<file path="src/rtl/keypad_scanner_if.sv">
// keypad_scanner_if: keypad matrix lines plus key event outputs of keypad_scanner.
interface keypad_scanner_if;
   logic [3:0] row_out;
   logic [3:0] col_in;
   logic [3:0] key_code;
   logic       key_valid;
   logic       key_held;
   modport master (output row_out, key_code, key_valid, key_held, input col_in);
   modport slave (input row_out, key_code, key_valid, key_held, output col_in);
endinterface

</file>
<file path="src/rtl/keypad_scanner.sv">
// keypad_scanner: scans and debounces a 4x4 active-low keypad, one key_code per press.
// Defining KEYPAD_REPEAT_EN adds auto-repeat of key_valid while a key stays held.
module keypad_scanner #(
   parameter int SCAN_DIV     = 6000,
   parameter int DEBOUNCE_CNT = 5,
   parameter int REPEAT_DELAY = 500,
   parameter int REPEAT_RATE  = 100
) (
   input logic              clk,
   input logic              reset_in,
   keypad_scanner_if.master kp
);
   localparam int DW = SCAN_DIV > 1 ? $clog2(SCAN_DIV) : 1;
   localparam int CW = $clog2(DEBOUNCE_CNT + 1);
   localparam logic [DW-1:0] DIV_MAX = DW'(SCAN_DIV - 1);
   localparam logic [CW-1:0] CNT_MAX = CW'(DEBOUNCE_CNT);
   // nibble {row, col} holds the code of that key
   localparam logic [63:0] KEYMAP = 64'hDF0E_C987_B654_A321;
   typedef enum logic [1:0] {SCAN, DEBOUNCE, HELD} state_t;
   state_t        state_q, state_d;
   logic [DW-1:0] div_q, div_d;
   logic [3:0]    col_s1_q, col_s2_q, col_low;
   logic [1:0]    row_q, row_d, cand_q, cand_d, first_col;
   logic [CW-1:0] cnt_q, cnt_d, rel_q, rel_d;
   logic [3:0]    key_code_q, key_code_d;
   logic          key_valid_q, key_valid_d, key_held_q, key_held_d;
   logic          tick, cand_low, accept, rep_hit;
   assign col_low   = ~col_s2_q;
   assign tick      = div_q == DIV_MAX;
   assign div_d     = tick ? '0 : div_q + DW'(1);
   assign first_col = col_low[0] ? 2'd0 : col_low[1] ? 2'd1 : col_low[2] ? 2'd2 : 2'd3;
   assign cand_low  = col_low[cand_q];
   assign accept    = state_q != HELD && state_d == HELD;
   assign kp.row_out   = ~(4'b0001 << row_q);
   assign kp.key_code  = key_code_q;
   assign kp.key_valid = key_valid_q;
   assign kp.key_held  = key_held_q;
   always_ff @(posedge clk or posedge reset_in)
      if (reset_in) state_q <= SCAN;
      else state_q <= state_d;
   always_comb begin
      state_d = state_q;
      row_d   = row_q;
      cand_d  = cand_q;
      cnt_d   = cnt_q;
      rel_d   = rel_q;
      if (tick) begin
         case (state_q)
            SCAN: begin
               if (|col_low) begin
                  cand_d  = first_col;
                  cnt_d   = CW'(1);
                  state_d = cnt_d == CNT_MAX ? HELD : DEBOUNCE;
               end else row_d = row_q + 2'd1;
            end
            DEBOUNCE: begin
               if (cand_low) begin
                  cnt_d   = cnt_q == CNT_MAX ? cnt_q : cnt_q + CW'(1);
                  state_d = cnt_d == CNT_MAX ? HELD : DEBOUNCE;
               end else begin
                  state_d = SCAN;
                  row_d   = row_q + 2'd1;
                  cnt_d   = '0;
               end
            end
            HELD: begin
               rel_d = cand_low ? '0 : rel_q == CNT_MAX ? rel_q : rel_q + CW'(1);
               if (rel_d == CNT_MAX) begin
                  state_d = SCAN;
                  row_d   = row_q + 2'd1;
                  rel_d   = '0;
               end
            end
            default: state_d = SCAN;
         endcase
      end
   end
`ifdef KEYPAD_REPEAT_EN
   localparam int RMAX = REPEAT_DELAY > REPEAT_RATE ? REPEAT_DELAY : REPEAT_RATE;
   localparam int RW = $clog2(RMAX + 1);
   localparam logic [RW-1:0] REP_FIRST = RW'(REPEAT_DELAY);
   localparam logic [RW-1:0] REP_NEXT  = RW'(REPEAT_RATE);
   logic [RW-1:0] rep_q, rep_d;
   logic          rep_first_q, rep_first_d;
   // any release sample restarts the repeat schedule from the initial delay
   always_comb begin
      rep_d       = rep_q;
      rep_first_d = rep_first_q;
      rep_hit     = 1'b0;
      if (state_q != HELD || (tick && !cand_low)) begin
         rep_d       = '0;
         rep_first_d = 1'b1;
      end else if (tick) begin
         rep_d = rep_q + RW'(1);
         if (rep_d == (rep_first_q ? REP_FIRST : REP_NEXT)) begin
            rep_hit     = 1'b1;
            rep_d       = '0;
            rep_first_d = 1'b0;
         end
      end
   end
   always_ff @(posedge clk or posedge reset_in)
      if (reset_in) begin
         rep_q       <= '0;
         rep_first_q <= 1'b1;
      end else begin
         rep_q       <= rep_d;
         rep_first_q <= rep_first_d;
      end
`else
   assign rep_hit = 1'b0;
`endif
   always_comb begin
      key_valid_d = accept || rep_hit;
      key_code_d  = accept ? KEYMAP[{row_q, cand_d, 2'b00} +: 4] : key_code_q;
      key_held_d  = state_d == HELD;
   end
   always_ff @(posedge clk or posedge reset_in)
      if (reset_in) begin
         div_q       <= '0;
         col_s1_q    <= 4'hF;
         col_s2_q    <= 4'hF;
         row_q       <= '0;
         cand_q      <= '0;
         cnt_q       <= '0;
         rel_q       <= '0;
         key_code_q  <= '0;
         key_valid_q <= 1'b0;
         key_held_q  <= 1'b0;
      end else begin
         div_q       <= div_d;
         col_s1_q    <= kp.col_in;
         col_s2_q    <= col_s1_q;
         row_q       <= row_d;
         cand_q      <= cand_d;
         cnt_q       <= cnt_d;
         rel_q       <= rel_d;
         key_code_q  <= key_code_d;
         key_valid_q <= key_valid_d;
         key_held_q  <= key_held_d;
      end
endmodule

</file>
<file path="src/flat_wrapper.sv">
// flat-port wrapper written by rule: the top's interface ports become plain ports
module keypad_scanner_flat 
#(
   parameter int SCAN_DIV     = 6000,
   parameter int DEBOUNCE_CNT = 5,
   parameter int REPEAT_DELAY = 500,
   parameter int REPEAT_RATE  = 100
)
  (clk, reset_in, kp_row_out, kp_key_code, kp_key_valid, kp_key_held, kp_col_in);
  keypad_scanner_if kp_i ();
  input logic clk;
  input logic reset_in;
  output wire logic [$bits(kp_i.row_out)-1:0] kp_row_out;
  output wire logic [$bits(kp_i.key_code)-1:0] kp_key_code;
  output wire logic [$bits(kp_i.key_valid)-1:0] kp_key_valid;
  output wire logic [$bits(kp_i.key_held)-1:0] kp_key_held;
  input wire logic [$bits(kp_i.col_in)-1:0] kp_col_in;
  assign kp_row_out = kp_i.row_out;
  assign kp_key_code = kp_i.key_code;
  assign kp_key_valid = kp_i.key_valid;
  assign kp_key_held = kp_i.key_held;
  assign kp_i.col_in = kp_col_in;
  keypad_scanner #(.SCAN_DIV(SCAN_DIV), .DEBOUNCE_CNT(DEBOUNCE_CNT), .REPEAT_DELAY(REPEAT_DELAY), .REPEAT_RATE(REPEAT_RATE)) u_core (.clk(clk), .reset_in(reset_in), .kp(kp_i));
endmodule
</file>
<file path="config.mk">
export PLATFORM = sky130hd
export DESIGN_NAME = keypad_scanner_flat
export DESIGN_NICKNAME = d
export VERILOG_FILES = /design/src/rtl/keypad_scanner_if.sv /design/src/rtl/keypad_scanner.sv /design/src/flat_wrapper.sv
export SDC_FILE = /design/constraint.sdc
export NUM_CORES = 1
export LEC_CHECK = 0
export CORE_MARGIN = 4
export CORE_UTILIZATION = 30
export DETAILED_ROUTE_END_ITERATION = 10
export SLEW_MARGIN = 40
export SYNTH_ARGS = -nofsm -noshare
export SYNTH_HDL_FRONTEND = slang
export SYNTH_SLANG_ARGS = --single-unit
</file>
<file path="constraint.sdc">
create_clock -name clk -period 6 [get_ports clk]
set_input_delay 1.8 -clock clk [delete_from_list [all_inputs] [get_ports clk]]
set_output_delay 1.8 -clock clk [all_outputs]
set_load 0.005 [all_outputs]
</file>
Word level (Yosys, flattened, before mapping)
Cells that the tools add are included.
{"block": "op_classes", "add_sub_neg": 4, "n_lt_le_gt_ge": 1, "n_eq_ne": 13, "n_shift": 2, "mux": 26, "bitwise": 2, "n_reduce_logical": 8}
{"operator": "$shiftx A64 B7 Y4 const A", "n": 1}
{"operator": "$mux W2", "n": 13}
{"operator": "$mux W3", "n": 6}
{"operator": "$add A13 B1 Y13 const B", "n": 1}
{"operator": "$eq A13 B13 Y1 const B", "n": 1}
{"operator": "$mux W13", "n": 1}
{"operator": "$eq A3 B3 Y1 const B", "n": 4}
{"operator": "$pmux W2 S3", "n": 2}
{"operator": "$not A4 Y4", "n": 2}
{"operator": "$add A3 B1 Y3 const B", "n": 2}
{"operator": "$ne A2 B2 Y1 const B", "n": 3}
{"operator": "$pmux W3 S2", "n": 1}
{"operator": "$reduce_and A5 Y1", "n": 1}
{"operator": "$eq A2 B2 Y1 const B", "n": 2}
{"operator": "$ne A2 B1 Y1 const B", "n": 2}
{"operator": "$reduce_or A4 Y1", "n": 1}
{"operator": "$shl A1 B2 Y4 const A", "n": 1}
{"operator": "$lt A2 B3 Y1 const B", "n": 1}
{"operator": "$reduce_and A3 Y1", "n": 1}
{"operator": "$reduce_bool A3 Y1", "n": 1}
{"operator": "$add A2 B1 Y2 const B", "n": 1}
{"operator": "$bmux W1 S2", "n": 1}
{"operator": "$eq A2 B1 Y1 const B", "n": 1}
{"operator": "$logic_not A2 Y1", "n": 1}
{"operator": "other kinds (4)", "n": 5}
{"block": "word_totals", "regBits": 39}

Depth between registers and ports, before layout
Gate-level depths: netlist of the first run.
{"block": "depth", "depth_word": 10, "ltp_mapped": 12, "mapped_depth_nobuf": 11}

Worst setup path before layout of the first run
OpenSTA, ideal clock, no wires.
{"block": "synth_path", "path_type": "register to output", "from": "register u_core.row_q[0]", "to": "output kp_row_out[0]", "arrival_time_ps": 975, "required_ps": 4200, "path_slack_ps": 3225, "path_stages_with_launch": 5, "path_cell_list": "dfrtp_1 clkbuf_1 inv_1 ha_1 inv_1"}
{"block": "synth_between", "elab_chain_cells": 2}
{"item": "start, declared", "line": "keypad_scanner.sv:23", "text": "logic [1:0] row_q, row_d, cand_q, cand_d, first_col;"}
{"item": "start signal, assigned", "line": "keypad_scanner.sv:134", "text": "row_q <= row_d;"}
{"item": "$shl A1 B2 Y4", "line": "keypad_scanner.sv:34", "text": "assign kp.row_out = ~(4'b0001 << row_q);"}
{"item": "$not A4 Y4", "line": "keypad_scanner.sv:34"}
{"item": "end, declared", "line": "flat_wrapper.sv:13", "text": "output wire logic [$bits(kp_i.row_out)-1:0] kp_row_out;"}
Every way passes these cells.

Worst setup path after layout of the first run
Same ends and word-level chain as after synthesis.

==> metrics.yaml, run 1 <==
placement:
  io_buffers: 15
  dp.cells: 293
  place_hpwl_mm: 2.65
  gp_congestion: 0.726
detailed_routing:
  drt_first_pass_iters: 4
  ant_nets: 0
  drc: 0
  via_count: 1505
  routedWlPerCell_um: 12.2
  finalWirelength_mm: 3.67
  drt_first_iter_violations: 63
  via_per_inst: 5.00
clock_tree:
  cts_setup_buffers: 0
  clock_latency_ns: 0.29
  cts-resized-gates: 0
  cts_max_path_buffers: 2
  holdBufCountCts: 0
  cts_tree: "built"
  cts-htree-levels: 2
  clk_pin_slew_worst_paths_ns: 0.07
  clkSinkCount: 39
  cts-buffers-inserted: 5
  root_buffer: "clkbuf_8"
power_and_ir_drop:
  power.density_nw_per_um2: 208
  intPower_mw: 0.398
  pwr-share-clk_pct: 44.0
  vdd_drop_max_mv: 0.190
  switching_share_pct: 20.6
  combPwrFrac_pct: 2.4
  seqPwrFrac_pct: 53.6
  power_switching_mw: 0.103
  p_leak_nw: 1.05
synthesis:
  synth_edf_count: 0
  synth_compound_area_share_pct: 14.1
  syn_area_um2: 2050
  muxShareOfSynthArea_pct: 1.65
  synth-warning-count: 0
  yosys.cell_types.count: 49
  syn-mean-instance-area_um2: 10.1
  synth_area_leaders: "dfrtp_1, dfstp_2, ha_1, inv_1, a21oi_1"
  yosys.area.top_type: "dfrtp_1"
  synth_top_family_by_area: "simple AND/OR/NAND/NOR gates"
  synth.net_count: 225
  synthAdderAreaFrac_pct: 9.14
  synthArstFlopShare_pct: 100
  synth-simple-area-share_pct: 18.2
  synth_cells: 204
  postSynthRegisterBits: 39
  synthXorXnorAreaFrac_pct: 4.27
  ys_seq_area_share_pct: 48.0
  synth_top_area_share_pct: 37.8
  synth_ff_type: "dfrtp_1"
final_layout:
  antenna_cells: 0
  layoutNonFillerInstCount: 301
  nets: 244
  areaGrowthSynthToFinish_pct: 17.4
  drive_gt1_share_pct: 12.1
hold_path:
  hp-start: "u_core.col_s1_q[3]"
  min_path_cells: 0
  hp-class: "reg -> reg"
  min_to: "u_core.col_s2_q[3]"
sta:
  finalCritPeriodShare_pct: 59.0
  max_freq_mhz: 282
  final_max_slew_viol_count: 0
  setup_viol: 0
  final.setup.tns_ns: 0
  tightestPinTransition_ns: 0.593
  fin_skew_ns: 0.00917
  grt_setup_unrepaired: "false"
  hold_viol: 0
  final.min_clock_period_ns: 3.54
  slew_headroom_pct: 60.2
setup_path:
  worstReg2RegEnd: "u_core.kp.key_code[2]"
  r2r.worst_path.cells: 9
  crit_chain: "inv_1 -> ha_1 -> inv_1 -> clkdlybuf4s50_1"
  cp_slowest_cell: "dfrtp_1"
  cp-start-kind: "register"
  r2r_start: "u_core.div_q[4]"
  critical_path.max_stage_delay_ns: 0.54
  crit_arrival_ns: 1.74
  r2r_slack_ns: 2.99
  cp-end-kind: "output port"
  path_common_cell: "inv_1"
  crit_fanout: 11
  cp.required_ns: 4.20
  crit_type: "reg -> out"
floorplan:
  die_w_um: 90.7
  die-area_um2: 8230
  die_h_um: 90.7
  num_rows: 29
  floorplan.io_pins: 16
  coreArea_um2: 6490
  start_util_pct: 31.6
grt:
  global_route.usage.total_pct: 9.71
  antenna_found_initial: 0
  grt_start_max_net_pins: 40
  met1_usage_pct: 12.1
  busiest_layer: "met2"
  global_route.usage.met2_pct: 15.9
  grt_pass1_vias: 1464
  grtUsageMet3_pct: 1.67
  grt_overflow: 0
  grt_pass1_wl_mm: 6.57
run:
  maxCapViolCount: 0
outcome:
  status: "finished, final reports clean"
## metrics by stage
step	hold WS, ns	utilization (%)	worst slack, ns	total power, mW	area (µm²)
2_1_floorplan	0.345	-	3.22	0.280	2050
3_3_place_gp	0.346	35.3	2.81	0.286	2290
3_5_place_dp	0.347	35.3	2.77	0.287	2290
4_1_cts	0.358	37.1	2.44	0.511	2410
5_1_grt	0.365	37.1	2.35	0.523	2410
6_report	0.357	37.1	2.46	0.501	2410
## final cells by class
cell class	instances	area (µm²)
clock buffers	5	68.8
clock inverters	3	47.5
fillers	625	4090
inverters	20	75.1
multi-input cells	140	971
flip-flops and latches	39	986
well taps	77	96.3
repair buffers	17	165
## critical path: cells and delay by family, from the launching register on
family	cells	cell delay, ns
buffers and inverters	3	0.70
flip-flops	1	0.54
adder cells (fa/ha/maj)	1	0.22
## placed cells by master, fill, tap and decap left out, types with 2 or more instances in the layout
cell and instances:
buf_4 2, o21ai_0 11, a21oi_1 11, a41oi_1 2
clkdlybuf4s50_1 15, a31oi_1 4, xor2_1 5, clkbuf_8 5
a31o_2 2, nand2_1 14, ha_1 15, xnor2_1 5
nand4_1 4, nand3_1 7, o31ai_1 2, nor3_1 8
nand2b_1 4, dfrtp_1 31, and4_1 2, or4_1 2
dfstp_2 8, inv_1 20, a22o_1 3, nor2_1 14
## routing by layer
layer	share of wire [%]	up-vias	wire (µm)
met3	3.2	6	118
met5	0	-	0
met4	2.1	0	77
met1	47	719	1740
li1	-	754	-
met2	47	26	1740
## power by group through the flow
| stage | combinational, mW | clock [mW] | sequential [mW] |
|---|---|---|---|
| final | 0.0121 | 0.220 | 0.269 |
| after global routing | 0.0140 | 0.240 | 0.269 |
| after CTS | 0.0128 | 0.229 | 0.269 |
| after detailed placement | 0.0127 | 0 | 0.274 |
| after global placement | 0.0126 | 0 | 0.274 |
| after floorplan | 0.00668 | 0 | 0.274 |
## kinds of logic (layout without fill, tap and decap cells)
kind of cell               after synthesis  after routing
buffers and inverters                   25             45
and+or+nand+nor                         69             69
xor gates and xnor gates                10             10
adders and majority gates               15             15
muxes                                    2              2
DFF                                     39             39
AOI/OAI and AO/OA                       44             44
## cell usage after synthesis, types with 2 or more instances
cell and instances:
nand2b_1 4, nand2_1 14, nand3_1 7, inv_1 20, a31oi_1 4, a31o_2 2, xnor2_1 5, a22o_1 3
o31ai_1 2, a21oi_1 11, ha_1 15, nor2_1 14, nor3_1 8, dfstp_2 8, o21ai_0 11, dfrtp_1 31
a41oi_1 2, xor2_1 5, and4_1 2, or4_1 2, clkbuf_1 3, nand4_1 4
## flip-flops by register name (all words and copies together), names as in the netlist
| signal | cells |
|---|---|
| u_core.div_q | 13 |
| u_core.cand_q | 2 |
| u_core.col_s1_q | 4 |
| u_core.row_q | 2 |
| u_core.col_s2_q | 4 |
| u_core.cnt_q | 3 |
| u_core.kp.key_valid | 1 |
| u_core.rel_q | 3 |
| u_core.state_q | 2 |
| u_core.kp.key_held | 1 |
| u_core.kp.key_code | 4 |
## worst max-delay path by stage
| stage | startpoint | end | slack, ns | depth (start not counted) |
|---|---|---|---|---|
| after floorplan | u_core.row_q[0] | kp_row_out[0] | 3.22 | 4 |
| after global routing | u_core.row_q[0] | kp_row_out[2] | 2.35 | 4 |
| after CTS | u_core.row_q[0] | kp_row_out[0] | 2.44 | 4 |
| after detailed placement | u_core.row_q[0] | kp_row_out[0] | 2.77 | 4 |
| after global placement | u_core.row_q[0] | kp_row_out[0] | 2.81 | 4 |
| final | u_core.row_q[0] | kp_row_out[0] | 2.46 | 4 |
No activity file was read; power rests on OpenSTA's default activity.
==> run 2, diff against run 1 <==
==> constraint.sdc (replaced) <==
create_clock -name clk -period 2.92 [get_ports clk]
set_input_delay 0.876 -clock clk [delete_from_list [all_inputs] [get_ports clk]]
set_output_delay 0.876 -clock clk [all_outputs]
set_load 0.005 [all_outputs]
==> metrics.yaml, run 2 (synthesis results as in run 1) <==
sta:
  tightestPinTransition_ns: 0.602  # +0.00887 ns
  setup_viol: 0  # unchanged
  fin_skew_ns: 0.00504  # -0.00412 ns
  slew_headroom_pct: 59.6  # -0.60 points
  hold_viol: 0  # unchanged
  final.setup.tns_ns: 0  # unchanged
  finalCritPeriodShare_pct: 92.9
  final_max_slew_viol_count: 0  # unchanged
  final.min_clock_period_ns: 2.71
  max_freq_mhz: 368
  holdWs_ns: 0.358  # +0.000855 ns
power_and_ir_drop:
  p_leak_nw: 1.09  # +3.5%
  switching_share_pct: 23.2  # +2.5 points
  power.density_nw_per_um2: 387  # +86%
  combPwrFrac_pct: 2.6  # +0.2 points
  intPower_mw: 0.730  # +83%
  vdd_drop_max_mv: 0.282  # +48%
  power_switching_mw: 0.220  # +110%
  pwr-share-clk_pct: 39.1  # -4.9 points
  seqPwrFrac_pct: 58.2  # +4.6 points
grt:
  grt_start_max_net_pins: 40  # unchanged
  global_route.usage.total_pct: 10.3  # +0.57 points
  grt_pass1_vias: 1459  # -0.34%
  antenna_found_initial: 0  # unchanged
  grt_overflow: 0  # unchanged
  grt_pass1_wl_mm: 6.90  # +5.1%
detailed_routing:
  via_count: 1514  # +0.60%
  routedWlPerCell_um: 12.8  # +4.5%
  drt_first_iter_violations: 51  # -19%
  finalWirelength_mm: 3.92  # +6.6%
  drt_first_pass_iters: 4  # unchanged
  ant_nets: 0  # unchanged
  drc: 0  # unchanged
  via_per_inst: 4.93  # -1.4%
setup_path:
  cp.required_ns: 3.14  # -1.06 ns
  cp-end-kind: "register"
  crit_arrival_ns: 2.94  # +1.20 ns
  crit_fanout: 5  # -6
  crit_type: "reg -> reg"
  cp-start-kind: "register"
placement:
  dp.cells: 297  # +1.4%
  gp_congestion: 0.817  # +13%
  postPlaceCellArea_um2: 2320  # +1.3%
  place_hpwl_mm: 2.83  # +6.7%
  io_buffers: 15  # unchanged
clock_tree:
  cts-htree-levels: 2  # unchanged
  root_buffer: "clkbuf_8"
  cts_max_path_buffers: 2  # unchanged
  clkSinkCount: 39  # unchanged
  clk_pin_slew_worst_paths_ns: 0.08  # about the same
  clock_latency_ns: 0.30  # about the same
  cts-buffers-inserted: 5  # unchanged
  cts_tree: "built"
  holdBufCountCts: 0  # unchanged
floorplan:
  num_rows: 29  # unchanged
  die-area_um2: 8230  # unchanged
  coreArea_um2: 6490  # unchanged
  die_w_um: 90.7  # unchanged
  start_util_pct: 31.6  # unchanged
  die_h_um: 90.7  # unchanged
  floorplan.io_pins: 16  # unchanged
final_layout:
  layout_common_cells: "dfrtp_1, inv_1, clkdlybuf4s50_1"
  final_core_util_pct: 37.8  # +0.71 points
  layoutNonFillerInstCount: 307  # +2.0%
  final_common_cell: "dfrtp_1"
  nets: 250  # +2.5%
  top_register: "u_core.div_q"
  antenna_cells: 0  # unchanged
  areaGrowthSynthToFinish_pct: 19.6
  largest_reg_flops: 13  # unchanged
  finalInstanceArea_um2: 2460  # +1.9%
  drive_gt1_share_pct: 16.5  # +4.5 points
run:
  maxCapViolCount: 0  # unchanged
hold_path:
  hp-class: "reg -> reg"
outcome:
  status: "finished, final reports clean"
==> run 2: area by class of cell <==
cell class	instances	area [µm²]
Fill cell	647	4040
Multi-Input combinational cell	140	993
Sequential cell	39	987
Timing Repair Buffer	23	210
Tap cell	77	96.3
Inverter	20	75.1
Clock buffer	5	68.8
Clock inverter	3	25.0
==> run 2: final timing paths <==
kind	start	endpoint	slack, ns	depth (start not counted)
max	u_core.div_q[4]	u_core.kp.key_code[2]	0.21	9
min	u_core.col_s1_q[3]	u_core.col_s2_q[3]	0.36	0
max reg2reg	u_core.div_q[4]	u_core.kp.key_code[2]	0.21	9
min reg2reg	u_core.col_s1_q[3]	u_core.col_s2_q[3]	0.36	0
max in group asynchronous	reset_in	u_core.col_s1_q[3]	1.58	3
min in group asynchronous	reset_in	u_core.cand_q[1]	0.99	3
==> run 2: layer usage <==
layer	share of wire, %	track usage [%]	up-vias
li1	-	-	767
met1	49	13.8	725
met2	47	15.6	15
met3	2.7	2.67	7
met4	2.1	4.59	0
met5	0	0	-
==> run 2: power groups by stage <==
stage / combinational (mW) / sequential, mW / clock, mW
2_1_floorplan: 0.0137 / 0.562 / 0
3_3_place_gp: 0.0259 / 0.563 / 0
3_5_place_dp: 0.0264 / 0.564 / 0
4_1_cts: 0.0264 / 0.553 / 0.390
5_1_grt: 0.0295 / 0.554 / 0.411
6_report: 0.0251 / 0.553 / 0.371
==> run 2: stage by stage <==
| step | setup WS [ns] | power, mW |
|---|---|---|
| floorplan | 0.217 | 0.576 |
| global placement | 0.151 | 0.589 |
| CTS | 0.0580 | 0.970 |
| finish | 0.206 | 0.950 |
| detailed placement | 0.0850 | 0.590 |
| global route | -0.0101 | 0.995 |
==> run 2: worst max-delay path, stage by stage, from the launching register on <==
cell and delay (ns):
dfrtp_1 0.43, or3b_4 0.43, or4_4 0.50, nor3_2 0.16, a21o_1 0.18, inv_1 0.10
ha_1 0.20, and2_1 0.16, o32a_1 0.32, o21ai_0 0.13
==> run 2: repair_timing <==
action | CTS | global route
buffers inserted | 0 | 2
resized for setup | 0 | 7
endpoints found under the setup margin | 0 | 4
==> run 3, diff against run 2 <==
--- a/config.mk
+++ b/config.mk
@@ -7,6 +7,7 @@
 export LEC_CHECK = 0
 export CORE_MARGIN = 4
 export CORE_UTILIZATION = 30
+export CTS_CLUSTER_DIAMETER = 120
 export DETAILED_ROUTE_END_ITERATION = 10
 export SLEW_MARGIN = 40
 export SYNTH_ARGS = -nofsm -noshare
==> results of run 3 <==
The final DEF is identical to that of run 2; final timing and power are the same.
